===== src/rtl/sram_axi_pkg.sv =====
// Shared definitions for the SRAM-like to AXI read bridge: FSM encoding and
// the fixed AXI field values used on the read address channel.
package sram_axi_pkg;

  typedef enum logic [1:0] {
    IDLE = 2'd0,
    AR   = 2'd1,
    R    = 2'd2,
    RESP = 2'd3
  } state_t;

  localparam logic [1:0] AXI_BURST_INCR = 2'b01;
  localparam logic [1:0] AXI_RESP_OKAY  = 2'b00;
  localparam logic [3:0] AXI_DEFAULT_ID = 4'd0;
  localparam logic [7:0] AXI_LEN_SINGLE = 8'd0;

endpackage


===== src/rtl/i_sram_axi_bridge.sv =====
// SRAM-like request port to AXI read channel bridge. One request in flight;
// reads become a single-beat INCR burst, writes complete at once with an error.
module i_sram_axi_bridge
  import sram_axi_pkg::*;
(
  input  logic        clk,
  input  logic        rst,
  input  logic        req,
  input  logic        wr,
  input  logic [1:0]  size,
  input  logic [31:0] addr,
  input  logic [3:0]  wstrb,
  input  logic [31:0] wdata,
  output logic        addr_ok,
  output logic        data_ok,
  output logic [31:0] rdata,
  output logic        err,
  output logic [3:0]  arid,
  output logic [31:0] araddr,
  output logic [7:0]  arlen,
  output logic [2:0]  arsize,
  output logic [1:0]  arburst,
  output logic        arvalid,
  input  logic        arready,
  input  logic [3:0]  rid,
  input  logic [31:0] rdata_axi,
  input  logic [1:0]  rresp,
  input  logic        rlast,
  input  logic        rvalid,
  output logic        rready
);

  state_t      state_q;
  state_t      state_d;
  logic [31:0] addr_q;
  logic [1:0]  size_q;
  logic [31:0] rdata_q;
  logic        err_q;
  logic        rd_accept;
  logic        wr_accept;
  logic        r_fire;

  // Write data, strobes, read ID and last flag carry no information for a
  // read-only single-beat bridge.
  logic unused_ok;
  assign unused_ok = ^{wstrb, wdata, rid, rlast};

  assign rd_accept = (state_q == IDLE) && req && !wr;
  assign wr_accept = (state_q == IDLE) && req && wr;
  assign r_fire    = (state_q == R) && rvalid;

  // State register; reset abandons any AXI transaction in flight.
  always_ff @(posedge clk) begin
    if (rst) begin
      state_q <= IDLE;
    end else begin
      state_q <= state_d;
    end
  end

  // Next-state decode and handshake strobes.
  always_comb begin
    state_d = state_q;
    addr_ok = 1'b0;
    data_ok = 1'b0;
    arvalid = 1'b0;
    rready  = 1'b0;
    case (state_q)
      IDLE: begin
        if (req) begin
          if (wr) begin
            // Writes are refused immediately; no AXI traffic.
            addr_ok = 1'b1;
            state_d = RESP;
          end else begin
            state_d = AR;
          end
        end
      end
      AR: begin
        arvalid = 1'b1;
        addr_ok = arready;
        if (arready) state_d = R;
      end
      R: begin
        rready = 1'b1;
        if (rvalid) state_d = RESP;
      end
      RESP: begin
        data_ok = 1'b1;
        state_d = IDLE;
      end
      default: state_d = IDLE;
    endcase
  end

  // Latch the read request so AR fields stay stable while arready is low.
  always_ff @(posedge clk) begin
    if (rst) begin
      addr_q <= '0;
      size_q <= '0;
    end else if (rd_accept) begin
      addr_q <= addr;
      size_q <= size;
    end
  end

  // Capture the completion; values persist until the next completion.
  always_ff @(posedge clk) begin
    if (rst) begin
      rdata_q <= '0;
      err_q   <= 1'b0;
    end else if (wr_accept) begin
      rdata_q <= '0;
      err_q   <= 1'b1;
    end else if (r_fire) begin
      rdata_q <= rdata_axi;
      err_q   <= (rresp != AXI_RESP_OKAY);
    end
  end

  assign araddr  = addr_q;
  assign arsize  = {1'b0, size_q};
  assign arlen   = AXI_LEN_SINGLE;
  assign arburst = AXI_BURST_INCR;
  assign arid    = AXI_DEFAULT_ID;
  assign rdata   = rdata_q;
  assign err     = err_q;

endmodule


===== config.mk =====
export PLATFORM = sky130hd
export DESIGN_NAME = i_sram_axi_bridge
export DESIGN_NICKNAME = d
export VERILOG_FILES = /design/src/rtl/sram_axi_pkg.sv /design/src/rtl/i_sram_axi_bridge.sv
export SDC_FILE = /design/constraint.sdc
export NUM_CORES = 1
export LEC_CHECK = 0
export BUFFER_PORTS_ARGS = -buffer_cell sky130_fd_sc_hd__buf_2
export CORE_MARGIN = 2
export CORE_UTILIZATION = 40
export CTS_CLUSTER_DIAMETER = 150
export CTS_CLUSTER_SIZE = 30
export DETAILED_ROUTE_END_ITERATION = 10
export PLACE_DENSITY = 0.79
export SYNTH_ARGS = -nofsm -noshare
export SYNTH_HDL_FRONTEND = slang
export SYNTH_SLANG_ARGS = --single-unit

===== constraint.sdc =====
create_clock -name clk -period 1.77 [get_ports clk]
set_input_delay 0.177 -clock clk [delete_from_list [all_inputs] [get_ports clk]]
set_output_delay 0.177 -clock clk [all_outputs]
set_load 0.005 [all_outputs]

==> results of run 1 <==
==> per-layer routing <==
metal	share of wire [%]	track usage (%)	vias to the layer above	wire, microns
met1	43	18.2	1123	2690
met3	9.6	6.26	10	595
met5	0	0	-	0
met2	45	28.2	117	2830
met4	1.6	7.67	0	99
li1	-	-	1318	-
==> final timing paths <==
kind	startpoint	end	depth (start not counted)
worst max register to register	state_q[0]$_SDFFE_PP0P_	rdata[22]$_SDFFE_PP0P_	6
worst max-delay path	state_q[0]$_SDFFE_PP0P_	addr_ok	5
worst min-delay path	addr[0]	araddr[0]$_SDFFE_PP0P_	3
worst min register to register	araddr[0]$_SDFFE_PP0P_	araddr[0]$_SDFFE_PP0P_	2
==> sequential cells by signal, summed over array words and instances, names as in the netlist <==
| name | count |
|---|---|
| state_q | 2 |
| size_q | 2 |
| rdata | 32 |
| err | 1 |
| araddr | 32 |
==> stage by stage <==
stage / util, % / hold WS, ps / instances
final: 54.6 / 70.8 / 559
after global routing: 54.6 / 54.8 / 559
after CTS: 54.6 / 50.6 / 559
after detailed placement: 51.2 / 421 / 543
after global placement: 51.2 / 417 / 543
after floorplan: - / 313 / 348
==> kinds of logic (layout without fill, tap and decap cells) <==
kind of cell    Yosys count  count (layout)
simple gates            148             148
compound gates           71              71
flops                    69              69
buf+inv                  38             169
fa+ha+maj                 6               6
other cells               2              15
mux                       1               1
==> placed cells by master, fill, tap and decap left out, drive strengths merged, types with 2 or more instances in the layout <==
cell	instances
clkinv	2
dfxtp	69
clkbuf	12
nand2b	3
nand2	135
conb	15
a31oi	2
inv	2
a21oi	67
bufinv	2
and4	2
buf	151
ha	6
nor3	2
==> worst reg2reg max path, cell delays in order, from the launching register on <==
cell and delay, ps:
dfxtp_1 340, inv_1 140, ha_1 240, and2_1 150, buf_4 300, nand2_1 130
a21oi_1 130
==> final cells by class <==
class / count / area (sq um) / share of cell area (%)
well taps: 80 / 100 / 2.73
multi-input cells: 241 / 1140 / 31.2
repair buffers: 151 / 811 / 22.1
clock buffers: 12 / 155 / 4.23
clock inverters: 4 / 70.1 / 1.91
inverters: 2 / 7.51 / 0.205
flip-flops and latches: 69 / 1380 / 37.7
==> report_power, final <==
| group | switching [mW] | internal [mW] |
|---|---|---|
| Clock | 0.556 | 0.866 |
| Combinational | 0.575 | 0.464 |
| Sequential | 0.0959 | 1.74 |
| Total | 1.23 | 3.07 |
==> flow_metrics.env, run 1 <==
export IMPL_drt_iter0_drc=65
export IMPL_synth_top_family_by_area="simple AND/OR/NAND/NOR gates"
export IMPL_post_cts_resized=0
export IMPL_ys_flop_type="dfxtp_1"
export IMPL_synth_compound_area_share_pct=14.4
export IMPL_drc=0
export IMPL_portBuffers=144
export IMPL_totalWireLength_microns=6220
export IMPL_post_route_period_util_pct=91.3
export IMPL_critical_path_top_delay_family="flip-flops"
export IMPL_grt_antenna_before_repair=0
export IMPL_n_antenna_cell=0
export IMPL_vias_per_cell=4.59
export IMPL_routedWlPerCell_microns=11.1
export IMPL_die_height_microns=87.0
export IMPL_clock_root_buffer="clkbuf_8"
export IMPL_startpoint_type="flop"
export IMPL_endpoint_kind="output port"
export IMPL_cts_tree="built"
export IMPL_min_period_ps=1620
export IMPL_synth_mux_area_share_pct=0.363
export IMPL_hold_class="in -> reg"
export IMPL_die_area_sq_um=7570
export IMPL_grt_total_usage_pct=16.6
export IMPL_cts_setup_buffers=0
export IMPL_grt_pass1_wl_microns=9940
export IMPL_yosysSeqAreaShare_pct=50.1
export IMPL_synth_cells=335
export IMPL_clk_pin_slew_ps=70
export IMPL_ys_ff_latch=69
export IMPL_critPathBufInv=2
export IMPL_netlist_top_cells_count="135 x nand2_1, 69 x dfxtp_1, 58 x a21oi_1"
export IMPL_start_util_pct=41.0
export IMPL_critical_path_class="reg -> out"
export IMPL_yosysUniqueCellTypes=25
export IMPL_synth_area_leaders="dfxtp_1 50%, nand2_1 18%, a21oi_1 11%"
export IMPL_stdcell_area_sq_um=3670
export IMPL_syn_area_per_cell_sq_um=8.22
export IMPL_syn_area_sq_um=2760
export IMPL_rrSetupSlack_ps=260
export IMPL_fin_nets=595
export IMPL_slowest_delay_ps=380
export IMPL_die_x_microns=87.0
export IMPL_grt_pass1_vias=2338
export IMPL_setup_ws_ps=154
export IMPL_syn_to_final_growth_pct=33.2
export IMPL_outcome="completed"
export IMPL_hpwl_microns=4550
export IMPL_clock_latency_ps=340
export IMPL_rows=30
export IMPL_synth_simple_area_share_pct=22.0
export IMPL_globalplace_congestion=0.729
export IMPL_drive_above_1_share_pct=37.2
export IMPL_cp_slowest_cell="dfxtp_1"
export IMPL_setup_tns_final_ps=0
export IMPL_required_ps=1590
export IMPL_pwr_density_cell_nw_per_um2=1170
export IMPL_timing_critical_path_cells="inv_1 > ha_1 > nand3_1 > nand2_1 > buf_2"
export IMPL_power_leakage_nw=1.74
export IMPL_skew_ps=6.72
export IMPL_postRouteAntennaNets=0
export IMPL_nFillCells=643
export IMPL_yosysMostFrequentCell="nand2_1"
export IMPL_synth_xor_area_share_pct=0
export IMPL_maxCapViolCount=0
export IMPL_worst_path_max_fanout=4
export IMPL_yosys_area_share_adder_pct=2.72
export IMPL_dr_pass1_iters=4
export IMPL_design_core_area_sq_um=6720
export IMPL_dpl_worst_slack_ps=247
export IMPL_num_vias=2568
export IMPL_drv_slew=0
export IMPL_cts_hold_buffers=0
export IMPL_clock_path_buffers=2
export IMPL_p_total_mw=4.30
export IMPL_cts_buffers=9
export IMPL_peakVddDrop_v=0.000549
export IMPL_yosysTopAreaCell="dfxtp_1"
export IMPL_setup_violations_final=0
export IMPL_synth_edff_count=0
export IMPL_yosysWarnings=0
export IMPL_grt_setup_unrepaired="no"
export IMPL_hold_viol=0
export IMPL_crit_arrival_ps=1440
export IMPL_grt_ovfl_total=0
export IMPL_async_flop_share_pct=0
export IMPL_place_area_sq_um=3440
export IMPL_ioPinCount=201
export IMPL_htree_levels=3
export IMPL_grt_max_degree=35
export IMPL_fmax_ghz=0.619
export IMPL_cts_sinks=69
export IMPL_synth_top_cell_area_share_pct=50.1
(Power assumes the default switching activity.)
==> run 2: changes to the inputs <==
--- a/config.mk
+++ b/config.mk
@@ -7,11 +7,12 @@
 export LEC_CHECK = 0
 export BUFFER_PORTS_ARGS = -buffer_cell sky130_fd_sc_hd__buf_2
 export CORE_MARGIN = 2
-export CORE_UTILIZATION = 40
+export CORE_UTILIZATION = 42
+export CTS_BUF_LIST = sky130_fd_sc_hd__clkbuf_8
 export CTS_CLUSTER_DIAMETER = 150
 export CTS_CLUSTER_SIZE = 30
 export DETAILED_ROUTE_END_ITERATION = 10
-export PLACE_DENSITY = 0.79
+export PLACE_DENSITY = 0.83
 export SYNTH_ARGS = -nofsm -noshare
 export SYNTH_HDL_FRONTEND = slang
 export SYNTH_SLANG_ARGS = --single-unit
==> run 2 against run 1 <==
  * Combinational power hardly changed
  * Maximum frequency is 0.23% higher
  * Global-route usage increased by 0.67 points
  * Clock power down 17%
  * Clock-buffer cell count is 2 lower
  * Cell count is 1.1% lower
  * Sequential power about the same
  * Die area shrank 4.6%
  * Power fell by 5.4%
  * First-iteration DRC count is 15% lower
  * Sequential share of layout area rose by 0.59 points
  * Worst setup slack better by 3.8 ps
  * Critical path type unchanged
  * Critical endpoint unchanged
  * Highest routed layer unchanged
==> flow_metrics.env, run 2 (synthesis results as in run 1) <==
export IMPL_endpoint_kind="output port"
export IMPL_post_route_period_util_pct=91.1
export IMPL_peakVddDrop_v=0.000556
export IMPL_worst_path_max_fanout=5
export IMPL_syn_to_final_growth_pct=31.1
export IMPL_post_route_util_pct=56.9
export IMPL_place_area_sq_um=3430
export IMPL_final_common_cell="buf_2"
export IMPL_clock_path_buffers=2
export IMPL_critical_path_top_delay_family="flip-flops"
export IMPL_fin_nets=594
export IMPL_die_x_microns=85.0
export IMPL_num_vias=2584
export IMPL_swShare_pct=29.5
export IMPL_setup_violations_final=0
export IMPL_grt_ovfl_total=0
export IMPL_stdcell_count=553
export IMPL_slowest_delay_ps=420
export IMPL_drv_slew=0
export IMPL_cts_buffers=9
export IMPL_clock_root_buffer="clkbuf_8"
export IMPL_critical_path_class="reg -> out"
export IMPL_comb_power_share_pct=25.6
export IMPL_cts_setup_buffers=0
export IMPL_p_seq_share_pct=45.3
export IMPL_htree_levels=3
export IMPL_crit_arrival_ps=1440
export IMPL_grt_max_degree=35
export IMPL_totalWireLength_microns=6330
export IMPL_p_total_mw=4.07
export IMPL_maxCapViolCount=0
export IMPL_n_antenna_cell=0
export IMPL_drive_above_1_share_pct=36.6
export IMPL_rows=29
export IMPL_final_cell_mix="144 x buf_2, 135 x nand2_1, 69 x dfxtp_1, 58 x a21oi_1, 15 x conb_1"
export IMPL_vias_per_cell=4.67
export IMPL_min_period_ps=1610
export IMPL_dp_cells=539
export IMPL_grt_pass1_vias=2375
export IMPL_nFillCells=578
export IMPL_grt_setup_unrepaired="no"
export IMPL_post_cts_resized=0
export IMPL_hold_class="in -> reg"
export IMPL_multiInputGateArea_sq_um=1140
export IMPL_design_core_area_sq_um=6350
export IMPL_grt_pass1_wl_microns=10100
export IMPL_p_int_mw=2.87
export IMPL_dpl_worst_slack_ps=227
export IMPL_portBuffers=144
export IMPL_globalplace_congestion=0.731
export IMPL_hold_viol=0
export IMPL_power_leakage_nw=1.72
export IMPL_clk_pin_slew_ps=70
export IMPL_switchingPower_mw=1.20
export IMPL_drc=0
export IMPL_die_height_microns=85.0
export IMPL_postRouteAntennaNets=0
export IMPL_ioPinCount=201
export IMPL_grt_antenna_before_repair=0
export IMPL_die_area_sq_um=7220
export IMPL_drt_iter0_drc=55
export IMPL_regArea_sq_um=1380
export IMPL_dr_pass1_iters=4
export IMPL_setup_tns_final_ps=0
export IMPL_grt_total_usage_pct=17.2
export IMPL_required_ps=1590
export IMPL_setup_ws_ps=158
export IMPL_cts_hold_buffers=0
export IMPL_clock_latency_ps=330
export IMPL_stdcell_area_sq_um=3610
export IMPL_start_util_pct=43.4
export IMPL_startpoint_type="flop"
export IMPL_cts_sinks=69
export IMPL_clkPwrFrac_pct=29.1
export IMPL_timing_critical_path_cells="inv_1 > ha_1 > nand3_1 > nand2_1 > buf_2"
export IMPL_cp_slowest_cell="dfxtp_1"
export IMPL_critPathBufInv=2
export IMPL_outcome="completed"
export IMPL_fmax_ghz=0.620
export IMPL_skew_ps=10.4
export IMPL_cts_tree="built"
export IMPL_hpwl_microns=4620
export IMPL_routedWlPerCell_microns=11.4
export IMPL_pwr_density_cell_nw_per_um2=1130
export IMPL_whs_ps=84.5
## run 2: path summary, 6_finish.rpt
kind / start / slack (ps) / cells after the start / endpoint
setup / recovery: state_q[1]$_SDFFE_PP0P_ / 160 / 5 / addr_ok
setup reg to reg: state_q[0]$_SDFFE_PP0P_ / 240 / 6 / araddr[1]$_SDFFE_PP0P_
hold / removal: addr[0] / 80 / 3 / araddr[0]$_SDFFE_PP0P_
hold reg to reg: rdata[24]$_SDFFE_PP0P_ / 450 / 2 / rdata[24]$_SDFFE_PP0P_
## run 2: tightest hold or removal path, cell delays in order
cell and delay (ps):
buf_2 90, nand2_1 40, a21oi_1 50
## run 2: cell type report
type | count | share of cell area, %
clock buffers | 10 | 3.81
clock inverters | 4 | 1.18
inverters | 2 | 0.208
multi-input cells | 241 | 31.7
flip-flops and latches | 69 | 38.2
well taps | 77 | 2.67
repair buffers | 150 | 22.2
## run 2: metal layers
layer / routed length [microns] / global-route usage, % / share of wire, %
met5: 0 / 0 / 0
met4: 72 / 6.49 / 1.1
met3: 641 / 6.71 / 10
met2: 3010 / 30.5 / 48
met1: 2610 / 18.6 / 41
## run 2: power by group through the flow
stage                     Sequential (mW)  Combinational [mW]  Clock, mW
after global routing                 1.87                1.18       1.30
after CTS                            1.85                1.06       1.23
after detailed placement             1.88                1.05          0
after floorplan                      1.89               0.684          0
final                                1.84                1.04       1.18
after global placement               1.87                1.01          0
==> run 3: changes to the inputs <==
--- a/config.mk
+++ b/config.mk
@@ -5,14 +5,15 @@
 export SDC_FILE = /design/constraint.sdc
 export NUM_CORES = 1
 export LEC_CHECK = 0
+export ABC_AREA = 1
 export BUFFER_PORTS_ARGS = -buffer_cell sky130_fd_sc_hd__buf_2
 export CORE_MARGIN = 2
-export CORE_UTILIZATION = 42
+export CORE_UTILIZATION = 40
 export CTS_BUF_LIST = sky130_fd_sc_hd__clkbuf_8
 export CTS_CLUSTER_DIAMETER = 150
 export CTS_CLUSTER_SIZE = 30
 export DETAILED_ROUTE_END_ITERATION = 10
-export PLACE_DENSITY = 0.83
+export PLACE_DENSITY = 0.79
 export SYNTH_ARGS = -nofsm -noshare
 export SYNTH_HDL_FRONTEND = slang
 export SYNTH_SLANG_ARGS = --single-unit
==> constraint.sdc (replaced) <==
create_clock -name clk -period 1.97 [get_ports clk]
set_input_delay 0.197 -clock clk [delete_from_list [all_inputs] [get_ports clk]]
set_output_delay 0.197 -clock clk [all_outputs]
set_load 0.005 [all_outputs]
==> run 3 against run 2 <==
  * Non-clock buffer count shrank 1
  * Sequential share of layout area grew 0.093 points
  * Critical endpoint unchanged
  * Clock-buffer cell count is the same
  * Power shrank 5.7%
  * Utilization shrank 3.3 points
  * Register-to-register slack gained 120 ps
==> flow_metrics.env, run 3 <==
export IMPL_outcome="completed"
export IMPL_drv_slew=0
export IMPL_cts_sinks=69
export IMPL_syn_area_per_cell_sq_um=7.84
export IMPL_ys_ff_latch=69
export IMPL_hold_viol=0
export IMPL_synth_edff_count=0
export IMPL_grt_max_degree=37
export IMPL_yosysSeqAreaShare_pct=50.3
export IMPL_cp_slowest_cell="dfxtp_1"
export IMPL_dr_pass1_iters=4
export IMPL_fin_nets=606
export IMPL_maxSlewHeadroom_pct=61.8
export IMPL_syn_area_sq_um=2750
export IMPL_ioPinCount=201
export IMPL_startpoint_type="flop"
export IMPL_skew_ps=10.5
export IMPL_cts_hold_buffers=0
export IMPL_clock_path_buffers=2
export IMPL_design_core_area_sq_um=6720
export IMPL_num_vias=2652
export IMPL_postRouteAntennaNets=0
export IMPL_rrSetupSlack_ps=360
export IMPL_fmax_ghz=0.609
export IMPL_setup_tns_final_ps=0
export IMPL_routedWlPerCell_microns=11.2
export IMPL_timing_critical_path_cells="inv_1 > ha_1 > nand2_2 > inv_1 > nand2_2 > nand2_1 > buf_2"
export IMPL_synth_area_leaders="dfxtp_1 50%, nor2_1 10%, o21ai_0 6.4%"
export IMPL_rows=30
export IMPL_synth_top_cell_area_share_pct=50.3
export IMPL_synth_simple_area_share_pct=24.0
export IMPL_crit_arrival_ps=1440
export IMPL_start_util_pct=40.9
export IMPL_cts_tree="built"
export IMPL_required_ps=1770
export IMPL_clock_latency_ps=330
export IMPL_rr_endpoint="rdata[23]$_SDFFE_PP0P_"
export IMPL_worst_pin_slew_ps=571
export IMPL_startpoint="state_q[1]$_SDFFE_PP0P_"
export IMPL_yosysTopAreaCell="dfxtp_1"
export IMPL_clock_root_buffer="clkbuf_8"
export IMPL_syn_to_final_growth_pct=31.3
export IMPL_yosysWarnings=0
export IMPL_async_flop_share_pct=0
export IMPL_hold_class="in -> reg"
export IMPL_place_area_sq_um=3410
export IMPL_hold_end="err$_SDFFE_PP0P_"
export IMPL_hpwl_microns=4530
export IMPL_r2r_cells=7
export IMPL_clk_pin_slew_ps=70
export IMPL_stdcell_area_sq_um=3600
export IMPL_netlist_top_cells_count="76 x nor2_1, 69 x dfxtp_1, 44 x nand2_1"
export IMPL_endpoint_kind="output port"
export IMPL_min_period_ps=1640
export IMPL_yosysUniqueCellTypes=17
export IMPL_post_route_period_util_pct=83.3
export IMPL_portBuffers=144
export IMPL_grt_pass1_vias=2381
export IMPL_synth_mux_area_share_pct=0
export IMPL_min_path_cells=2
export IMPL_critical_path_class="reg -> out"
export IMPL_peakVddDrop_v=0.000479
export IMPL_grt_pass1_wl_microns=9960
export IMPL_crit_reg2reg_launch="state_q[1]$_SDFFE_PP0P_"
export IMPL_synth_cells=350
export IMPL_min_from="rst"
export IMPL_worst_path_max_fanout=4
export IMPL_die_area_sq_um=7540
export IMPL_grt_total_usage_pct=16.6
export IMPL_post_cts_resized=0
export IMPL_power_leakage_nw=1.85
export IMPL_cts_buffers=9
export IMPL_grt_antenna_before_repair=0
export IMPL_drive_above_1_share_pct=34.7
export IMPL_grt_ovfl_total=0
export IMPL_grt_setup_unrepaired="no"
export IMPL_drc=0
export IMPL_drt_iter0_drc=82
export IMPL_die_height_microns=86.8
export IMPL_final_common_cell="buf_2"
export IMPL_setup_violations_final=0
export IMPL_vias_per_cell=4.65
export IMPL_totalWireLength_microns=6400
export IMPL_yosysMostFrequentCell="nor2_1"
export IMPL_ys_flop_type="dfxtp_1"
export IMPL_synth_top_family_by_area="simple AND/OR/NAND/NOR gates"
export IMPL_pwr_density_cell_nw_per_um2=1060
export IMPL_slowest_delay_ps=380
export IMPL_nFillCells=644
export IMPL_final_cell_mix="144 x buf_2, 76 x nor2_1, 69 x dfxtp_1, 44 x nand2_1, 35 x o21ai_0"
export IMPL_synth_compound_area_share_pct=12.2
export IMPL_n_antenna_cell=0
export IMPL_die_x_microns=86.8
export IMPL_synth_xor_area_share_pct=0
export IMPL_globalplace_congestion=0.741
export IMPL_htree_levels=3
export IMPL_cts_setup_buffers=0
export IMPL_maxCapViolCount=0
export IMPL_yosys_area_share_adder_pct=2.73
## run 3: final cells by class
type                    count  area (sq um)  area share [%]
multi-input cells         247          1120            31.2
clock buffers              10           138            3.82
well taps                  80           100            2.78
inverters                   9          33.8           0.937
flip-flops and latches     69          1380            38.3
clock inverters             6          55.1            1.53
repair buffers            149           771            21.4
## run 3: worst max path at each step
stage	end	slack (ps)
3_3_place_gp	rdata[22]$_SDFFE_PP0P_	430
2_1_floorplan	araddr[0]$_SDFFE_PP0P_	700
4_1_cts	addr_ok	300
6_report	addr_ok	330
5_1_grt	rdata[31]$_SDFFE_PP0P_	160
3_5_place_dp	rdata[24]$_SDFFE_PP0P_	340
## run 3: cell families (layout without fill, tap and decap cells)
group / count (synthesis) / in the layout
other: 2 / 15
AO/OA/AOI/OAI: 67 / 67
flip-flops: 69 / 69
AND/OR/NAND/NOR: 159 / 159
adder cells (fa/ha/maj): 6 / 6
buffers and inverters: 47 / 174
## run 3: routing by layer
layer | vias to the layer above | routed length, microns | GRT usage (%)
li1 | 1364 | - | -
met1 | 1174 | 2810 | 17.9
met2 | 108 | 3020 | 29.6
met3 | 6 | 516 | 5.43
met4 | 0 | 60 | 6.82
met5 | - | 0 | 0
## run 3: worst max-delay path, delay by kind of cell (launching register included)
family,cells,cell delay (ps)
adder cells (fa/ha/maj),1,220
buffers and inverters,3,280
AND/OR/NAND/NOR,3,220
flip-flops,1,380
## run 3: power breakdown
part	switching, mW	leakage (nW)	internal [mW]	total [mW]
Sequential	0.107	0.562	1.62	1.73
Combinational	0.586	1.19	0.427	1.01
Clock	0.492	0.105	0.606	1.10
## run 3: through the flow
step / hold slack [ps] / instances / worst slack, ps / util, % / power (mW)
floorplan: 269 / 363 / 702 / - / 2.40
global placement: 374 / 554 / 427 / 50.8 / 2.74
detailed placement: 375 / 554 / 340 / 50.8 / 2.78
CTS: 0.304 / 570 / 302 / 53.6 / 3.90
global route: 7.54 / 570 / 164 / 53.6 / 4.10
finish: 23.3 / 570 / 328 / 53.6 / 3.84
